## src/rtl/seg_scan_arbiter.sv

```systemverilog
// Three-requester arbiter for an 8-digit multiplexed 7-segment display.
// Optional macro SEG_BLANK_SWITCH_EN inserts one blank frame on every owner-to-owner switch.
module seg_scan_arbiter #(
   parameter int unsigned HOLD_FRAMES = 4
) (
   input  logic        R_clk_1000HZ,
   input  logic        I_rst,
   input  logic [2:0]  I_req,
   input  logic [31:0] I_data0,
   input  logic [31:0] I_data1,
   input  logic [31:0] I_data2,
   output logic [7:0]  O_shift,
   output logic [6:0]  O_data,
   output logic [2:0]  O_grant,
   output logic        O_busy
);

   localparam int unsigned CntW = $clog2(HOLD_FRAMES + 2);
   localparam logic [CntW-1:0] HoldMax = CntW'(HOLD_FRAMES);

   typedef enum logic [1:0] {
      StIdle,
`ifdef SEG_BLANK_SWITCH_EN
      StScan,
      StBlank
`else
      StScan
`endif
   } state_e;

   state_e          state_q, state_d;
   logic [2:0]      idx_q, idx_d;
   logic [CntW-1:0] cnt_q, cnt_d, cnt_inc;
   logic [31:0]     data_q, data_d;
   logic [2:0]      owner_q, owner_d;
   logic [2:0]      higher, new_owner;
   logic            do_switch;
   logic [7:0]      shift_q, shift_d;
   logic [6:0]      seg_q, seg_d;
   logic [2:0]      grant_q, grant_d;
   logic            busy_q, busy_d;

   function automatic logic [2:0] pick_hi(input logic [2:0] req);
      if (req[2]) return 3'b100;
      else if (req[1]) return 3'b010;
      else if (req[0]) return 3'b001;
      else return 3'b000;
   endfunction

   function automatic logic [31:0] sel_data(input logic [2:0] g, input logic [31:0] d0,
                                            input logic [31:0] d1, input logic [31:0] d2);
      case (g)
         3'b100:  return d2;
         3'b010:  return d1;
         default: return d0;
      endcase
   endfunction

   function automatic logic [6:0] seg_decode(input logic [3:0] nib);
      case (nib)
         4'd0:    return 7'h40;
         4'd1:    return 7'h79;
         4'd2:    return 7'h24;
         4'd3:    return 7'h30;
         4'd4:    return 7'h19;
         4'd5:    return 7'h12;
         4'd6:    return 7'h02;
         4'd7:    return 7'h78;
         4'd8:    return 7'h00;
         4'd9:    return 7'h10;
         default: return 7'h7F;
      endcase
   endfunction

   always_comb begin
      state_d   = state_q;
      idx_d     = idx_q;
      cnt_d     = cnt_q;
      data_d    = data_q;
      owner_d   = owner_q;
      new_owner = owner_q;
      do_switch = 1'b0;
      cnt_inc   = (cnt_q >= HoldMax) ? cnt_q : cnt_q + 1'b1;
      case (owner_q)
         3'b001:  higher = I_req & 3'b110;
         3'b010:  higher = I_req & 3'b100;
         default: higher = 3'b000;
      endcase

      case (state_q)
         StIdle: begin
            if (|I_req) begin
               owner_d = pick_hi(I_req);
               data_d  = sel_data(owner_d, I_data0, I_data1, I_data2);
               idx_d   = 3'd0;
               cnt_d   = '0;
               state_d = StScan;
            end
         end
         StScan: begin
            idx_d = idx_q + 3'd1;
            if (idx_q == 3'd7) begin
               if ((owner_q & I_req) == 3'b000) begin
                  if (I_req == 3'b000) begin
                     state_d = StIdle;
                     owner_d = 3'b000;
                     cnt_d   = '0;
                  end else begin
                     new_owner = pick_hi(I_req);
                     do_switch = 1'b1;
                  end
               end else if ((|higher) && (cnt_inc >= HoldMax)) begin
                  new_owner = pick_hi(higher);
                  do_switch = 1'b1;
               end else begin
                  // Same owner keeps the display; refresh its data at the frame start.
                  cnt_d  = cnt_inc;
                  data_d = sel_data(owner_q, I_data0, I_data1, I_data2);
               end
               if (do_switch) begin
                  owner_d = new_owner;
                  cnt_d   = '0;
`ifdef SEG_BLANK_SWITCH_EN
                  state_d = StBlank;
`else
                  data_d  = sel_data(new_owner, I_data0, I_data1, I_data2);
`endif
               end
            end
         end
`ifdef SEG_BLANK_SWITCH_EN
         StBlank: begin
            // owner_q holds the pending grant; requests are ignored until the frame ends.
            idx_d = idx_q + 3'd1;
            if (idx_q == 3'd7) begin
               state_d = StScan;
               data_d  = sel_data(owner_q, I_data0, I_data1, I_data2);
            end
         end
`endif
         default: begin
            state_d = StIdle;
            owner_d = 3'b000;
            idx_d   = 3'd0;
            cnt_d   = '0;
         end
      endcase

      // Outputs are registered from next-state values so they track the state exactly.
      shift_d = 8'hFF;
      seg_d   = 7'h7F;
      grant_d = 3'b000;
      busy_d  = (state_d != StIdle);
      if (state_d == StScan) begin
         shift_d = ~(8'h01 << idx_d);
         seg_d   = seg_decode(data_d[{idx_d, 2'b00} +: 4]);
         grant_d = owner_d;
      end
   end

   always_ff @(posedge R_clk_1000HZ) begin
      if (I_rst) begin
         state_q <= StIdle;
         idx_q   <= 3'd0;
         cnt_q   <= '0;
         data_q  <= 32'hBBBBBBBB;
         owner_q <= 3'b000;
         shift_q <= 8'hFF;
         seg_q   <= 7'h7F;
         grant_q <= 3'b000;
         busy_q  <= 1'b0;
      end else begin
         state_q <= state_d;
         idx_q   <= idx_d;
         cnt_q   <= cnt_d;
         data_q  <= data_d;
         owner_q <= owner_d;
         shift_q <= shift_d;
         seg_q   <= seg_d;
         grant_q <= grant_d;
         busy_q  <= busy_d;
      end
   end

   assign O_shift = shift_q;
   assign O_data  = seg_q;
   assign O_grant = grant_q;
   assign O_busy  = busy_q;

endmodule

```

## config.mk

```make
export PLATFORM = sky130hd
export DESIGN_NAME = seg_scan_arbiter
export DESIGN_NICKNAME = d
export VERILOG_FILES = /design/src/rtl/seg_scan_arbiter.sv
export SDC_FILE = /design/constraint.sdc
export NUM_CORES = 1
export LEC_CHECK = 0
export BUFFER_PORTS_ARGS = -buffer_cell sky130_fd_sc_hd__buf_4
export CAP_MARGIN = 30
export CELL_PAD_IN_SITES_DETAIL_PLACEMENT = 1
export CELL_PAD_IN_SITES_GLOBAL_PLACEMENT = 1
export CORE_UTILIZATION = 43
export CTS_CLUSTER_DIAMETER = 150
export CTS_CLUSTER_SIZE = 25
export DETAILED_ROUTE_END_ITERATION = 16
export PLACE_DENSITY = 0.9
export SYNTH_ARGS = -nofsm -noshare
export SYNTH_HDL_FRONTEND = slang
export SYNTH_SLANG_ARGS = --single-unit
```

## constraint.sdc

```tcl
create_clock -name R_clk_1000HZ -period 8.75 [get_ports R_clk_1000HZ]
set_clock_uncertainty 0.2 [all_clocks]
set_input_delay 0 -clock R_clk_1000HZ [delete_from_list [all_inputs] [get_ports R_clk_1000HZ]]
set_output_delay 0 -clock R_clk_1000HZ [all_outputs]
set_load 0.02 [all_outputs]
```

==> flow_summary.toml <==
[run]
cap_violations = 0

[layout]
finalNetCount = 1068
multiInputGateArea_sq_um = 4270
final_common_cell = "buf_4"
layoutNonFillerInstCount = 1139
design_area_sq_um = 7720
n_antenna_cell = 0
fillers = 1666
layout-drive-gt1-share_pct = 19.7
area_growth_pct = 31.3
regArea_sq_um = 1240
mostFrequentLayoutCells = "buf_4 (135), nor2_1 (83), a21oi_1 (81)"

[routing]
drt-vias-per-instance = 7.37
wl_per_cell_microns = 27.1
drt_iter0_markers = 1211
vias = 8394
antenna_left = 0
drc = 0
wirelength_microns = 30800
dr.pass1.iters = 6

[floorplanning]
dieWidth_microns = 119
core_sq_um = 13300
boundaryPins = 120
design.die.area_sq_um = 14100
initial_core_util_pct = 44.2
row_count = 42
die_h_microns = 119

[clocking]
clock_sinks = 62
clkTransAtPathRegs_ns = 0.07
root_buffer = "clkbuf_16"
clk_path_buf_depth = 2
clkLatencyLatePin_ns = 0.36
cts_tree = "yes"
htreeDepth = 3
numCtsBuffers = 9
cts.repair.resized = 0

[power_and_ir_drop]
seqPwrFrac_pct = 28.7
p_clk_share_pct = 35.8
comb_power_share_pct = 35.5
finalPower_mw = 1.10
peakVddDrop_mv = 0.118
switching_share_pct = 37.0
intPower_mw = 0.692
p_switching_mw = 0.407
power-per-cell-area_nw_per_um2 = 143
p_leak_nw = 3.04

[grt]
grt_pass1_vias = 8746
grt_pass1_wl_microns = 47800
antenna_found_initial = 0
grt_use_total_pct = 43.5
grt_max_degree = 73
grt-ovfl-total = 0

[placement]
dp_hpwl_microns = 17100
dp.cells = 1061
placed_area_sq_um = 6790
gp_congestion = 0.888
io_buffer_count = 119

[worst_hold_path]
hold_path_end = "data_q[3]"
hold_depth = 4
min_from = "I_data2[3]"
hold_path_class = "in2reg"

[critical_path]
crit_fanout = 30
crit_type = "reg2reg"
r2r_end = "O_data[2]"
reg2reg_from = "owner_q[0]"
required_ns = 8.78
worst_setup_path_start_kind = "flip-flop"
r2r_setup_slack_ns = 2.71
cp_data_arrival_time_ns = 6.07
reg2reg_depth = 14
critPathCaptureType = "flip-flop"

[logic_synthesis]
synth-seq-area-share_pct = 21.1
async_flop_share_pct = 0
synth.distinct_cells = 72
synth_area_leaders = "dfxtp_1 (21%), a21oi_1 (7.1%), mux2i_1 (6.1%), o21ai_0 (6.1%), nor2_1 (5.3%)"
ys_warn_count = 0
synth_top_area_share_pct = 21.1
syn-mean-instance-area_sq_um = 7.07
syn_area_sq_um = 5880
ys.flop_type = "dfxtp_1"
synth_seq_cells = 62
synth_edf_count = 0
synth_top_cell_by_area = "dfxtp_1"
synthCells = 832
synth_nets = 942

[timing]
period_share_pct = 69.0
slew-limit-headroom_pct = 32.7
maxSlewViolCount = 0
finalHoldViolCount = 0
tns_ns = 0
setup_viol = 0
tightest_slew_ns = 1.01
fmax_ghz = 0.166
rsz0062_at_grt = "no"
min_period_ns = 6.04

[status]
status = "completed"
## per-layer routing
metal	track usage, %	wire [microns]
met5	0	0
met4	29.3	2150
met3	13.6	3640
met2	68.2	13900
met1	50.6	11200
## through the flow
stage | util [%] | worst slack (ns) | hold WS, ns
6_report | 58.0 | 2.71 | 0.0104
5_1_grt | 58.0 | 2.51 | 0.0111
4_1_cts | 58.0 | 3.06 | 0.00159
3_5_place_dp | 51.1 | 3.10 | 0.142
3_3_place_gp | 51.1 | 3.32 | 0.139
2_1_floorplan | - | 5.19 | -0.0983
## power by group through the flow
stage | Sequential (mW) | Clock, mW | Combinational (mW)
6_report | 0.315 | 0.394 | 0.390
3_3_place_gp | 0.318 | 0 | 0.312
5_1_grt | 0.317 | 0.407 | 0.406
3_5_place_dp | 0.319 | 0 | 0.321
4_1_cts | 0.314 | 0.389 | 0.360
2_1_floorplan | 0.320 | 0 | 0.201
## timing repair
action | CTS | global route
buffers inserted | 0 | 0
endpoints found under the setup margin | 0 | 0
hold endpoints to repair | 36 | 0
hold buffers | 61 | 0
## registers in the layout (all words and copies together), names as in the netlist
name and count:
O_busy 1, owner_q 3, O_grant 3, data_q 32, idx_q 3, O_shift 8
O_data 7, state_q 2, cnt_q 3
## synthesized netlist by cell type, types with 9 or more instances
cell      number
o22a_1        18
mux2i_1       36
or2_2         14
and2_1         9
a21oi_1       83
inv_1         12
nor2_1        83
dfxtp_1       62
a211oi_1      16
nand2_1       68
ha_1           9
nand3_1       38
clkbuf_1      50
a31oi_1       26
o221ai_1      18
o22ai_1       35
o21ai_0       72
buf_1          9
buf_2         21
## final cells by class
cell class	instances	area share [%]
clock buffer	10	3.10
clock inverter	6	0.908
inverter	13	0.632
multi-input combinational	676	55.4
sequential	62	16.1
tap	176	2.85
timing repair buffer	196	21.0
## worst max-delay path: stages, from the launching register on
cell and delay, ns:
dfxtp_1 0.30, buf_4 0.26, a222oi_1 0.82, a211o_1 0.23, nand2_1 0.53, nor3_4 0.89, nand2_1 0.68, and3_1 0.42
a211oi_1 0.24, o31ai_1 0.16, o31ai_4 0.46, inv_1 0.17, ha_1 0.28, a21oi_1 0.18, o21ai_1 0.08
## worst max path at each step
stage	start	end	slack (ns)
after floorplan	cnt_q[0]	O_data[5]	5.19
after global placement	owner_q[0]	O_data[6]	3.32
after detailed placement	owner_q[0]	O_data[6]	3.10
after CTS	owner_q[0]	O_data[6]	3.06
after global routing	owner_q[0]	O_data[2]	2.51
final	owner_q[0]	O_data[2]	2.71
## cells by family (layout without fill, tap and decap cells)
group | count (synthesis) | in the layout | synth area share (%)
AO/OA/AOI/OAI | 366 | 366 | 42.5
buffers and inverters | 94 | 225 | 6.58
other | 1 | 1 | 0.0638
AND/OR/NAND/NOR | 260 | 260 | 21.0
flip-flops | 62 | 62 | 21.1
adder cells (fa/ha/maj) | 9 | 9 | 1.92
multiplexers | 38 | 38 | 6.58
XOR/XNOR | 2 | 2 | 0.298
Note: power is estimated with default switching activity, not from simulation.
